$ cat config.mk
export PLATFORM = sky130hd
export DESIGN_NAME = sid_sample_decimator
export DESIGN_NICKNAME = d
export VERILOG_FILES = /design/src/rtl/sid_pkg.sv /design/src/rtl/sid_sample_fifo.sv /design/src/rtl/sid_sample_decimator.sv
export SDC_FILE = /design/constraint.sdc
export NUM_CORES = 1
export LEC_CHECK = 0
export BUFFER_PORTS_ARGS = -buffer_cell sky130_fd_sc_hd__buf_2
export CAP_MARGIN = 15
export CORE_MARGIN = 10
export CORE_UTILIZATION = 40
export DETAILED_ROUTE_END_ITERATION = 7
export PLACE_DENSITY = 0.54
export SLEW_MARGIN = 20
export SYNTH_ARGS = -nofsm -noshare
export SYNTH_HDL_FRONTEND = slang
export SYNTH_HIERARCHICAL = 1
export SYNTH_SLANG_ARGS = --single-unit
$ cat constraint.sdc
create_clock -name clk -period 9.45 [get_ports clk]
set_input_delay 1.89 -clock clk [delete_from_list [all_inputs] [get_ports clk]]
set_output_delay 1.89 -clock clk [all_outputs]
set_load 0.01 [all_outputs]
$ cat src/rtl/sid_pkg.sv
`default_nettype none
// ---------------------------------------------------------------------------
// Package : sid_pkg
// Brief   : Shared widths and decimator FSM encoding for the SID audio path.
// Rev     : 1.0
// ---------------------------------------------------------------------------
package sid_pkg;

  localparam int SID_AUDIO_W    = 18;
  localparam int DEC_OUT_W      = 16;
  localparam int DEC_CNT_W      = 6;
  localparam int DEC_FIFO_DEPTH = 4;

  typedef enum logic [1:0] {
    DEC_IDLE = 2'd0,
    DEC_DIV  = 2'd1,
    DEC_SIGN = 2'd2,
    DEC_PUSH = 2'd3
  } dec_state_t;

endpackage
`default_nettype wire

$ cat src/rtl/sid_sample_fifo.sv
`default_nettype none
// ---------------------------------------------------------------------------
// Module : sid_sample_fifo
// Brief  : Synchronous first-word-fall-through FIFO; head reads 0 when empty.
// Rev    : 1.0
// ---------------------------------------------------------------------------
module sid_sample_fifo #(
  parameter int W     = 16,
  parameter int DEPTH = 4
) (
  input  logic                    clk,
  input  logic                    reset_n,
  input  logic                    push,
  input  logic [W-1:0]            push_data,
  input  logic                    pop,
  output logic [W-1:0]            head,
  output logic                    full,
  output logic                    empty,
  output logic [$clog2(DEPTH):0]  level
);

  localparam int c_aw = $clog2(DEPTH);

  logic [W-1:0]    r_mem [DEPTH];
  logic [c_aw-1:0] r_wr_ptr;
  logic [c_aw-1:0] r_rd_ptr;
  logic [c_aw:0]   r_level;
  logic            w_do_push;
  logic            w_do_pop;

  assign empty     = (r_level == '0);
  assign full      = r_level[c_aw];
  assign w_do_pop  = pop & ~empty;
  // A full FIFO still takes a push when the head leaves in the same cycle.
  assign w_do_push = push & (~full | w_do_pop);

  always_ff @(posedge clk) begin
    if (!reset_n) begin
      r_wr_ptr <= '0;
      r_rd_ptr <= '0;
      r_level  <= '0;
    end else begin
      if (w_do_push) r_wr_ptr <= r_wr_ptr + 1'b1;
      if (w_do_pop)  r_rd_ptr <= r_rd_ptr + 1'b1;
      case ({w_do_push, w_do_pop})
        2'b10:   r_level <= r_level + 1'b1;
        2'b01:   r_level <= r_level - 1'b1;
        default: r_level <= r_level;
      endcase
    end
  end

  always_ff @(posedge clk) begin
    if (w_do_push) r_mem[r_wr_ptr] <= push_data;
  end

  assign head  = empty ? '0 : r_mem[r_rd_ptr];
  assign level = r_level;

endmodule
`default_nettype wire

$ cat src/rtl/sid_sample_decimator.sv
`default_nettype none
// ---------------------------------------------------------------------------
// Module : sid_sample_decimator
// Brief  : Box-car decimator for sid_top audio, exact divide, FIFO'd output.
// Rev    : 1.0
// ---------------------------------------------------------------------------
module sid_sample_decimator
  import sid_pkg::*;
#(
  parameter int IN_W       = SID_AUDIO_W,
  parameter int OUT_W      = DEC_OUT_W,
  parameter int CNT_W      = DEC_CNT_W,
  parameter int FIFO_DEPTH = DEC_FIFO_DEPTH
) (
  input  logic                         clk,
  input  logic                         reset_n,
  input  logic                         ce_1m,
  input  logic [IN_W-1:0]              audio_in,
  input  logic [15:0]                  rate_inc,
  output logic                         out_valid,
  input  logic                         out_ready,
  output logic [OUT_W-1:0]             out_data,
  output logic [$clog2(FIFO_DEPTH):0]  fifo_level,
  output logic                         overrun
);

  localparam int                    c_acc_w     = IN_W + CNT_W;
  localparam int                    c_iter_w    = $clog2(c_acc_w);
  localparam logic [c_iter_w-1:0]   c_iter_last = c_iter_w'(c_acc_w - 1);

  dec_state_t          r_state;
  dec_state_t          w_state_nxt;
  logic [c_acc_w-1:0]  r_acc;
  logic [CNT_W-1:0]    r_cnt;
  logic [15:0]         r_phase;
  logic [c_acc_w-1:0]  r_dq;
  logic [CNT_W-1:0]    r_rem;
  logic [CNT_W:0]      r_div;
  logic                r_neg;
  logic [c_iter_w-1:0] r_iter;
  logic [OUT_W-1:0]    r_result;
  logic                r_overrun;

  logic [c_acc_w-1:0]  w_sum;
  logic [c_acc_w-1:0]  w_sum_abs;
  logic [CNT_W:0]      w_n;
  logic [16:0]         w_phase_sum;
  logic                w_emit;
  logic                w_snap_take;
  logic                w_snap_drop;
  logic [CNT_W:0]      w_trial;
  logic [CNT_W:0]      w_diff;
  logic                w_qbit;
  logic [c_acc_w-1:0]  w_q_signed;
  logic                w_push;
  logic                w_pop;
  logic                w_full;
  logic                w_empty;
  logic                w_unused;

  assign w_sum       = r_acc + {{CNT_W{audio_in[IN_W-1]}}, audio_in};
  assign w_sum_abs   = w_sum[c_acc_w-1] ? -w_sum : w_sum;
  assign w_n         = {1'b0, r_cnt} + 1'b1;
  assign w_phase_sum = {1'b0, r_phase} + {1'b0, rate_inc};
  assign w_emit      = w_phase_sum[16] | w_n[CNT_W];
  assign w_snap_take = ce_1m & w_emit & (r_state == DEC_IDLE);
  assign w_snap_drop = ce_1m & w_emit & (r_state != DEC_IDLE);

  // Restoring division: remainder stays below the divisor (<= 2**CNT_W).
  assign w_trial     = {r_rem, r_dq[c_acc_w-1]};
  assign w_qbit      = (w_trial >= r_div);
  assign w_diff      = w_trial - r_div;
  assign w_q_signed  = r_neg ? -r_dq : r_dq;

  assign w_pop       = out_valid & out_ready;
  assign w_unused    = ^{w_q_signed[c_acc_w-1:IN_W], w_q_signed[IN_W-OUT_W-1:0], w_diff[CNT_W]};

  always_ff @(posedge clk) begin
    if (!reset_n) r_state <= DEC_IDLE;
    else          r_state <= w_state_nxt;
  end

  always_comb begin
    w_state_nxt = r_state;
    w_push      = 1'b0;
    case (r_state)
      DEC_IDLE: if (w_snap_take) w_state_nxt = DEC_DIV;
      DEC_DIV:  if (r_iter == c_iter_last) w_state_nxt = DEC_SIGN;
      DEC_SIGN: w_state_nxt = DEC_PUSH;
      DEC_PUSH: begin
        w_push      = 1'b1;
        w_state_nxt = DEC_IDLE;
      end
      default:  w_state_nxt = DEC_IDLE;
    endcase
  end

  always_ff @(posedge clk) begin
    if (!reset_n) begin
      r_acc   <= '0;
      r_cnt   <= '0;
      r_phase <= '0;
    end else if (ce_1m) begin
      r_phase <= w_phase_sum[15:0];
      if (w_emit) begin
        r_acc <= '0;
        r_cnt <= '0;
      end else begin
        r_acc <= w_sum;
        r_cnt <= w_n[CNT_W-1:0];
      end
    end
  end

  always_ff @(posedge clk) begin
    if (!reset_n) begin
      r_dq     <= '0;
      r_rem    <= '0;
      r_div    <= '0;
      r_neg    <= 1'b0;
      r_iter   <= '0;
      r_result <= '0;
    end else begin
      case (r_state)
        DEC_IDLE: if (w_snap_take) begin
          r_dq   <= w_sum_abs;
          r_div  <= w_n;
          r_neg  <= w_sum[c_acc_w-1];
          r_rem  <= '0;
          r_iter <= '0;
        end
        DEC_DIV: begin
          r_dq   <= {r_dq[c_acc_w-2:0], w_qbit};
          r_rem  <= w_qbit ? w_diff[CNT_W-1:0] : w_trial[CNT_W-1:0];
          r_iter <= r_iter + 1'b1;
        end
        DEC_SIGN: r_result <= w_q_signed[IN_W-1:IN_W-OUT_W];
        default:  r_result <= r_result;
      endcase
    end
  end

  always_ff @(posedge clk) begin
    if (!reset_n)                                          r_overrun <= 1'b0;
    else if (w_snap_drop | (w_push & w_full & ~w_pop))     r_overrun <= 1'b1;
  end

  sid_sample_fifo #(
    .W     (OUT_W),
    .DEPTH (FIFO_DEPTH)
  ) u_fifo (
    .clk       (clk),
    .reset_n   (reset_n),
    .push      (w_push),
    .push_data (r_result),
    .pop       (w_pop),
    .head      (out_data),
    .full      (w_full),
    .empty     (w_empty),
    .level     (fifo_level)
  );

  assign out_valid = ~w_empty;
  assign overrun   = r_overrun;

endmodule
`default_nettype wire

==> summary.txt, run 1 <==
Synth
  – Syn Area/Cell: 9.449 um2
  – Top-count cell post-synth: dfxtp_1
  – Ys flop type: dfxtp_1
  – Area leader, netlist: dfxtp_1
  – Post-synth ARST share: 0%
  – Ranking of synthesized cells by area: dfxtp_1, edfxtp_1, ha_1
  – Register area share after synthesis: 40.22%
  – EDFF count, synth: 64
  – Post-Syn Instances: 1122
  – Top-area cell type share of the netlist area: 22.09%
  – Seq cells post-synth: 181
  – Post-synth top cells: dfxtp_1, nand2_1, a21oi_1
  – Ys Warns: 6
  – Mapped Area: 0.01060 mm2
  – Synth unique cells: 75
  – Synthesized Nets: 1223

GRT
  – Vias in the first global route: 7859
  – Largest net degree at the start of global routing: 81
  – Overflow after GRT: 0
  – Global-route wire length before repair: 40370 um
  – Total track usage: 14.48%
  – Initial antenna violation count: 0

STA
  – Min Clock Period, post-route: 5.264 ns
  – Setup Skew: 0.01615 ns
  – Final hold viol count: 0
  – Unrepaired setup endpoints after global routing: no
  – Least-Margin Pin Slew: 1.049 ns
  – Final Max Tran Viols: 0
  – Maximum clock frequency: 0.1900 GHz
  – Finish-stage setup viols: 0
  – Final clock period utilization by the worst path: 55.70%
  – TNS Setup: 0 ns
  – Worst slew margin: 30.09%

Clocking
  – Clock-pin slew on the worst setup and hold paths: 0.08 ns
  – Post_cts resized: 0
  – Max clock buf depth: 2
  – CTS Root Cell: clkbuf_16
  – Clock Sinks: 181
  – Hold buffers post-CTS: 0
  – Postcts setup bufs: 0
  – CTS tree: yes
  – Number of buffers created by CTS: 17
  – CTS HTree Levels: 4
  – Clk_lat worst skew: 0.44 ns

Final layout
  – ANT cells: 0
  – Design Area, Final: 0.01172 mm2
  – Final core occ: 44.98%
  – Final nets: 1245
  – Fillers: 2535
  – Layout cells sized above 1: 11.75%
  – Reg area: 0.004265 mm2
  – Multi-input gate area: 0.005913 mm2
  – Area Overhead vs Synth: 10.55%

Floorplan
  – Initial Utilization: 40.68%
  – Core area: 0.02606 mm2
  – DIE AREA: 0.03342 mm2
  – I/O pin count: 59
  – Row count: 59
  – Die Y: 182.8 um
  – Chip Width: 182.8 um

Placement
  – Detailed Place HPWL: 17030 um
  – Placed cell area: 0.01110 mm2
  – IO Port Bufs: 58
  – Routability-driven placement congestion ratio: 0.8419

Detailed routing
  – Drt pass-1 iters: 5
  – Final wirelength: 24270 um
  – Vias/cell: 5.402
  – Vias: 8060
  – DRC errors left: 0
  – Antenna Nets Post-Route: 0
  – Post-DR wirelength/cell: 16.27 um
  – DRT iter0 DRCs: 527

Setup path
  – Crit. End Element: register
  – Worst setup path category: in -> reg
  – CP Data Required Time: 9.78 ns
  – Crit-path max FO: 26
  – CP arrival: 5.60 ns
  – CP Launch Type: input pin

Hold path
  – HP Class: reg -> reg

Power and ir drop
  – Peak VDD IR: 0.09393 mV
  – Power Density: 213.6 mW/mm2
  – Leakage power total: 4.754 nW

Outcome
  – Run status: finished clean

Flow run
  – Max Cap Viol: 0
## power by group
part           leakage (nW)  switching, mW  total, mW  internal, mW
sequential             1.54         0.0723      0.965         0.893
combinational          2.91          0.484      0.801         0.317
clock                 0.299          0.372      0.737         0.365
total                  4.75          0.928       2.50          1.58
## worst max-delay path: stages
cell	delay [ns]
buf_2	0.08
ha_1	0.16
inv_1	0.06
fa_1	0.39
nand2b_1	0.18
a21oi_1	0.21
o211ai_1	0.16
o21ai_0	0.30
o31ai_1	0.16
o211a_1	0.61
o21ai_0	0.52
a21boi_0	0.57
mux2i_1	0.25
nor2b_1	0.06
## state kept, by name, summed over array words and instances (netlist names), 3 cells and up, named ones only
name	cells
r_cnt	6
r_acc	24
r_phase	16
r_result	16
r_div	7
u_fifo/r_mem	64
r_iter	5
r_dq	24
r_rem	6
u_fifo/level	3
## cell usage in the layout (no fill, tap or decap), types with 37 or more instances in the layout
cell type and n:
nor2_1 76, inv_1 41, o21ai_0 66, nand3_1 40, edfxtp_1 64, xor2_1 37
dfxtp_1 116, a21oi_1 78, ha_1 59, nand2_1 114, buf_2 58
## layer usage
layer	vias up	track usage, %	part of all wire [%]
li1	4126	-	-
met1	3775	19.93	50
met5	-	0	0
met3	20	2.933	3.8
met2	139	22.69	45
met4	0	3.873	1.2
## area by class of cell
cell class              count  area share (%)
clock buffers              17           3.630
clock inverters            15           1.612
inverters                  42           1.345
multi-input cells         836           50.45
flip-flops and latches    181           36.39
well taps                 335           3.576
repair buffers             66           2.989
## final timing paths
path	from	endpoint	slack [ns]	cells past startpoint
max	rate_inc[0]	r_state[1]	4.19	14
min	r_acc[5]	r_acc[5]	0.47	2
max reg2reg	r_phase[0]	r_state[1]	5.37	13
min reg2reg	r_acc[5]	r_acc[5]	0.47	2
## through the flow
step | worst slack, ns | total power [mW] | hold slack, ns | instances
2_1_floorplan | 4.464 | 1.584 | 0.4420 | 1122
3_3_place_gp | 3.716 | 1.775 | 0.4509 | 1460
3_5_place_dp | 3.610 | 1.779 | 0.4603 | 1460
4_1_cts | 4.080 | 2.524 | 0.4715 | 1492
5_1_grt | 3.687 | 2.668 | 0.4947 | 1492
6_report | 4.186 | 2.503 | 0.4673 | 1492
## logic make-up after synthesis
group           share of synthesized area, %
buf+inv                                4.143
mux                                    5.689
compound gates                         19.34
fa+ha+maj                              7.719
flops                                  40.22
simple gates                           17.27
xor+xnor                               5.618
Note: power is estimated with default switching activity, not from simulation.
==> run 2: changes to the inputs <==
==> constraint.sdc (replaced) <==
create_clock -name clk -period 5 [get_ports clk]
set_input_delay 1 -clock clk [delete_from_list [all_inputs] [get_ports clk]]
set_output_delay 1 -clock clk [all_outputs]
set_load 0.01 [all_outputs]
==> run 2 against run 1 <==
  * Combinational power is 91% higher
  * Critical path depth stayed put
  * Worst setup slack worse by 3.5 ns
  * Utilization is 0.36 points higher
  * Worst hold slack hardly changed
  * Cell count is 0.67% higher
  * Clock skew is 0.0041 ns lower
  * Sequential share of layout area is 0.30 points lower
  * Register-to-register slack worse by 4.4 ns
  * Flip-flop and latch count stayed put
  * Largest power group unchanged
==> summary.txt, run 2 (same netlist as run 1, synthesis figures left out) <==
Clocking
  – Clock-pin slew on the worst setup and hold paths: 0.08 ns
  – CTS HTree Levels: 4
  – Post_cts resized: 0
  – Hold buffers post-CTS: 0
  – Number of buffers created by CTS: 17
  – Clock Sinks: 181
  – Max clock buf depth: 2
  – CTS tree: yes
  – Clk_lat worst skew: 0.44 ns
  – Postcts setup bufs: 0
  – CTS Root Cell: clkbuf_16

STA
  – Maximum clock frequency: 0.2311 GHz
  – TNS Setup: 0 ns
  – Min Clock Period, post-route: 4.327 ns
  – Final hold viol count: 0
  – Setup Skew: 0.01200 ns
  – Final clock period utilization by the worst path: 86.54%
  – Worst slew margin: 30.14%
  – Finish-stage setup viols: 0
  – Least-Margin Pin Slew: 1.047 ns
  – Final Max Tran Viols: 0
  – Unrepaired setup endpoints after global routing: no

Floorplan
  – I/O pin count: 59
  – DIE AREA: 0.03342 mm2
  – Core area: 0.02606 mm2
  – Die Y: 182.8 um
  – Initial Utilization: 40.68%
  – Row count: 59
  – Chip Width: 182.8 um

Setup path
  – Crit-path max cell delay: 0.53 ns
  – Crit-path max FO: 4
  – Slowest CP cell: a221oi_1
  – CP arrival: 4.70 ns
  – CP Launch Type: input pin
  – Crit. End Element: register
  – CP cell instances: buf_2 -> ha_1 -> inv_1 -> fa_1 -> nand2b_1 -> a211oi_1 -> o31ai_1 -> o21ai_0 -> nand3_1 -> a221oi_1 -> nand4_1 -> or3_1 -> a211o_1 -> a21oi_1
  – Worst setup path category: in -> reg
  – CP Data Required Time: 5.38 ns
  – WP buf/inv: 2
  – Cell family with most CP delay: compound AO/OA/AOI/OAI gates

Detailed routing
  – Post-DR wirelength/cell: 15.99 um
  – Antenna Nets Post-Route: 0
  – Vias: 8048
  – Vias/cell: 5.358
  – DRT iter0 DRCs: 433
  – Final wirelength: 24020 um
  – DRC errors left: 0
  – Drt pass-1 iters: 5

Outcome
  – Run status: finished clean

Final layout
  – ANT cells: 0
  – Commonest non-fill, non-tap cell in the layout: dfxtp_1
  – Largest regs: u_fifo/r_mem (64), r_acc (24), r_dq (24)
  – Most frequent cells in the layout: dfxtp_1, nand2_1, a21oi_1
  – Max reg flops: 64
  – Top reg by flops: u_fifo/r_mem
  – Final nets: 1255
  – Area Overhead vs Synth: 11.44%
  – Layout cells sized above 1: 12.43%

Power and ir drop
  – Peak VDD IR: 0.2407 mV
  – Total design power: 4.764 mW
  – Power Density: 403.3 mW/mm2
  – Leakage power total: 4.804 nW

GRT
  – Global-route wire length before repair: 40610 um
  – Largest net degree at the start of global routing: 52
  – Vias in the first global route: 7958
  – Initial antenna violation count: 0
  – Total track usage: 14.50%
  – Overflow after GRT: 0

Placement
  – Detailed Place HPWL: 17120 um
  – IO Port Bufs: 58
  – Routability-driven placement congestion ratio: 0.8357

Hold path
  – HP Class: reg -> reg

Flow run
  – Max Cap Viol: 0
## run 2: cell types whose count changed in the layout (fill, tap and decap cells not counted), sizes merged
cell | previous run | this run
clkinv | 7 | 9
buf | 66 | 76
inv | 50 | 48
## run 2: final timing paths
path | startpoint | end | slack (ns) | cells after the start
setup / recovery | audio_in[0] | r_dq[21] | 0.67 | 14
hold / removal | r_acc[12] | r_acc[12] | 0.47 | 2
hold reg to reg | r_acc[12] | r_acc[12] | 0.47 | 2
setup reg to reg | r_acc[0] | r_dq[21] | 0.97 | 13
## run 2: report_power, final
group,leakage [nW],switching (mW),internal [mW]
logic,2.96,0.914,0.620
registers,1.54,0.133,1.69
clock network,0.303,0.712,0.697
total,4.80,1.76,3.00
## run 2: tightest hold or removal path, delay by kind of cell, from the launching register on
kind	cells	cell delay, ns
AND/OR/NAND/NOR	1	0.06
AO/OA/AOI/OAI	1	0.05
flip-flops	1	0.31
## run 2: area by class of cell
type                       instances  area (um2)
clock buffer                      17       425.4
tap                              335       419.2
clock inverter                    15       209.0
fill                            2509       14240
timing repair buffer              76       425.4
inverter                          42       157.7
sequential                       181        4264
multi-input combinational        836        5913
## run 2: per-stage QoR
step	cells	instance area, um2	setup WS (ns)	utilization (%)	hold WS (ns)
after global placement	1470	11180	0.4629	42.90	0.4517
after floorplan	1122	10600	0.9043	-	0.4420
after detailed placement	1470	11180	0.3260	42.90	0.4579
after CTS	1502	11810	0.7809	45.34	0.4715
final	1502	11810	0.6731	45.34	0.4671
after global routing	1502	11810	0.2172	45.34	0.4858
## run 2: per-layer routing
layer	share of wire, %	track usage, %	up-vias
met3	3.8	3.110	22
met5	0	0	-
met2	46	23.56	126
met4	1.0	3.454	0
li1	-	-	4153
met1	49	19.31	3747
==> run 3: changes to the inputs <==
--- a/config.mk
+++ b/config.mk
@@ -8,9 +8,9 @@
 export BUFFER_PORTS_ARGS = -buffer_cell sky130_fd_sc_hd__buf_2
 export CAP_MARGIN = 15
 export CORE_MARGIN = 10
-export CORE_UTILIZATION = 40
+export CORE_UTILIZATION = 49
 export DETAILED_ROUTE_END_ITERATION = 7
-export PLACE_DENSITY = 0.54
+export PLACE_DENSITY = 0.64
 export SLEW_MARGIN = 20
 export SYNTH_ARGS = -nofsm -noshare
 export SYNTH_HDL_FRONTEND = slang
==> constraint.sdc (replaced) <==
create_clock -name clk -period 4.6 [get_ports clk]
set_input_delay 0.92 -clock clk [delete_from_list [all_inputs] [get_ports clk]]
set_output_delay 0.92 -clock clk [all_outputs]
set_load 0.01 [all_outputs]
==> run 3 against run 2 <==
  * Die area shrank 16%
  * Sequential share of layout area is essentially flat
  * Worst setup slack lost 0.060 ns
  * Combinational power grew 12%
  * Final area is essentially flat
  * Via count grew 1.8%
  * First-iteration DRC count shrank 23%
  * Worst hold slack is essentially flat
  * Clock-buffer cell count is the same
  * Flip-flop and latch count is the same
==> summary.txt, run 3 (same netlist as run 1, synthesis figures left out) <==
STA
  – Least-Margin Pin Slew: 0.9480 ns
  – Setup Skew: 0.009990 ns
  – Setup ws final: 0.6135 ns
  – Final hold viol count: 0
  – Final clock period utilization by the worst path: 86.66%
  – Maximum clock frequency: 0.2508 GHz
  – TNS Setup: 0 ns
  – Unrepaired setup endpoints after global routing: no
  – Finish-stage setup viols: 0
  – Min Clock Period, post-route: 3.986 ns
  – Worst slew margin: 36.80%
  – Final Max Tran Viols: 0

Clocking
  – Clock-pin slew on the worst setup and hold paths: 0.07 ns
  – Hold buffers post-CTS: 0
  – CTS Root Cell: clkbuf_16
  – Postcts setup bufs: 0
  – Number of buffers created by CTS: 17
  – Clock Sinks: 181
  – Max clock buf depth: 2
  – CTS tree: yes
  – Post_cts resized: 0
  – CTS HTree Levels: 4
  – Clk_lat worst skew: 0.44 ns

Final layout
  – Commonest non-fill, non-tap cell in the layout: dfxtp_1
  – ANT cells: 0
  – Multi-input gate area: 0.005913 mm2
  – Fillers: 1949
  – Area Overhead vs Synth: 11.39%
  – Layout cells sized above 1: 13.46%
  – Most frequent cells in the layout: dfxtp_1, nand2_1, a21oi_1
  – Final core occ: 55.82%
  – Largest regs: u_fifo/r_mem (64), r_acc (24), r_dq (24)
  – Top reg by flops: u_fifo/r_mem
  – Max reg flops: 64
  – Reg area: 0.004265 mm2
  – Final nets: 1269

Floorplan
  – DIE AREA: 0.02792 mm2
  – Core area: 0.02115 mm2
  – Initial Utilization: 50.12%
  – I/O pin count: 59
  – Row count: 53
  – Chip Width: 167.1 um
  – Die Y: 167.1 um

Detailed routing
  – Final wirelength: 23560 um
  – Antenna Nets Post-Route: 0
  – Post-DR wirelength/cell: 16.18 um
  – DRC errors left: 0
  – DRT iter0 DRCs: 335
  – Vias: 8192
  – Drt pass-1 iters: 5
  – Vias/cell: 5.626

Placement
  – Routability-driven placement congestion ratio: 0.9059
  – Detailed Place HPWL: 17100 um
  – Setup WS pre-CTS: 0.2387 ns
  – IO Port Bufs: 58

Setup path
  – Worst setup path category: in -> reg
  – CP arrival: 4.36 ns
  – CP Launch Type: input pin
  – Crit. End Element: register
  – Crit-path max FO: 4
  – CP Data Required Time: 4.97 ns

Power and ir drop
  – Clock group share of total power: 28.5%
  – Internal: 3.333 mW
  – Power Density: 438.8 mW/mm2
  – Psw: 1.850 mW
  – Peak VDD IR: 0.2590 mV
  – Leakage power total: 4.866 nW
  – Switching share of power: 35.69%
  – Combinational share of power: 33.3%
  – Seq pwr share: 38.2%

GRT
  – Largest net degree at the start of global routing: 53
  – Overflow after GRT: 0
  – Global-route wire length before repair: 39990 um
  – Total track usage: 16.84%
  – Vias in the first global route: 7948
  – Initial antenna violation count: 0

Flow run
  – Max Cap Viol: 0

Outcome
  – Run status: finished clean

Hold path
  – HP Class: reg -> reg
-- run 3: cell count changes in the layout (fill, tap and decap cells not counted), sizes merged --
cell | previous run | this run
bufinv | 0 | 1
inv | 48 | 52
clkinv | 9 | 4
buf | 76 | 90
-- run 3: power groups by stage --
| stage | combinational, mW | clock (mW) | sequential [mW] |
|---|---|---|---|
| after global routing | 1.93 | 1.58 | 2.00 |
| after CTS | 1.72 | 1.51 | 1.98 |
| final | 1.72 | 1.48 | 1.98 |
| after floorplan | 1.29 | 0 | 1.96 |
| after detailed placement | 1.70 | 0 | 2.01 |
| after global placement | 1.70 | 0 | 2.01 |
-- run 3: path summary, 6_finish.rpt --
kind,startpoint,to,slack (ns),cells past startpoint
worst max-delay path,audio_in[0],r_dq[21],0.61,14
worst min-delay path,r_acc[7],r_acc[7],0.47,2
worst min register to register,r_acc[7],r_acc[7],0.47,2
worst max register to register,r_acc[0],r_dq[21],0.84,13
-- run 3: worst max-delay path: stages --
cell	delay (ns)
buf_2	0.08
ha_1	0.15
inv_1	0.05
fa_1	0.38
nand2b_1	0.18
a211oi_1	0.29
o31ai_1	0.20
o21ai_0	0.45
nand3_1	0.19
a221oi_1	0.46
nand4_1	0.20
or3_1	0.37
a211o_1	0.30
a21oi_1	0.11
-- run 3: final cells by class --
| class | instances | share of cell area, % |
|---|---|---|
| Clock buffer | 17 | 3.602 |
| Tap cell | 275 | 2.914 |
| Multi-Input combinational cell | 836 | 50.07 |
| Sequential cell | 181 | 36.12 |
| Timing Repair Buffer | 90 | 4.492 |
| Clock inverter | 15 | 1.462 |
| Inverter | 42 | 1.335 |
-- run 3: stage by stage --
stage               std cells  hold WS (ns)  cell area, um2  power, mW
floorplan                1122        0.4420           10600      3.255
CTS                      1456        0.4701           11810      5.205
finish                   1456        0.4667           11810      5.182
global route             1456        0.4809           11810      5.514
global placement         1424        0.4538           11210      3.707
detailed placement       1424        0.4578           11210      3.717
-- run 3: layer usage --
| metal | part of all wire, % | routed length, um | global-route usage, % |
|---|---|---|---|
| met5 | 0 | 0 | 0 |
| met1 | 49 | 11570 | 22.93 |
| met2 | 45 | 10660 | 26.86 |
| met3 | 4.2 | 990 | 2.926 |
| met4 | 1.5 | 344 | 4.811 |
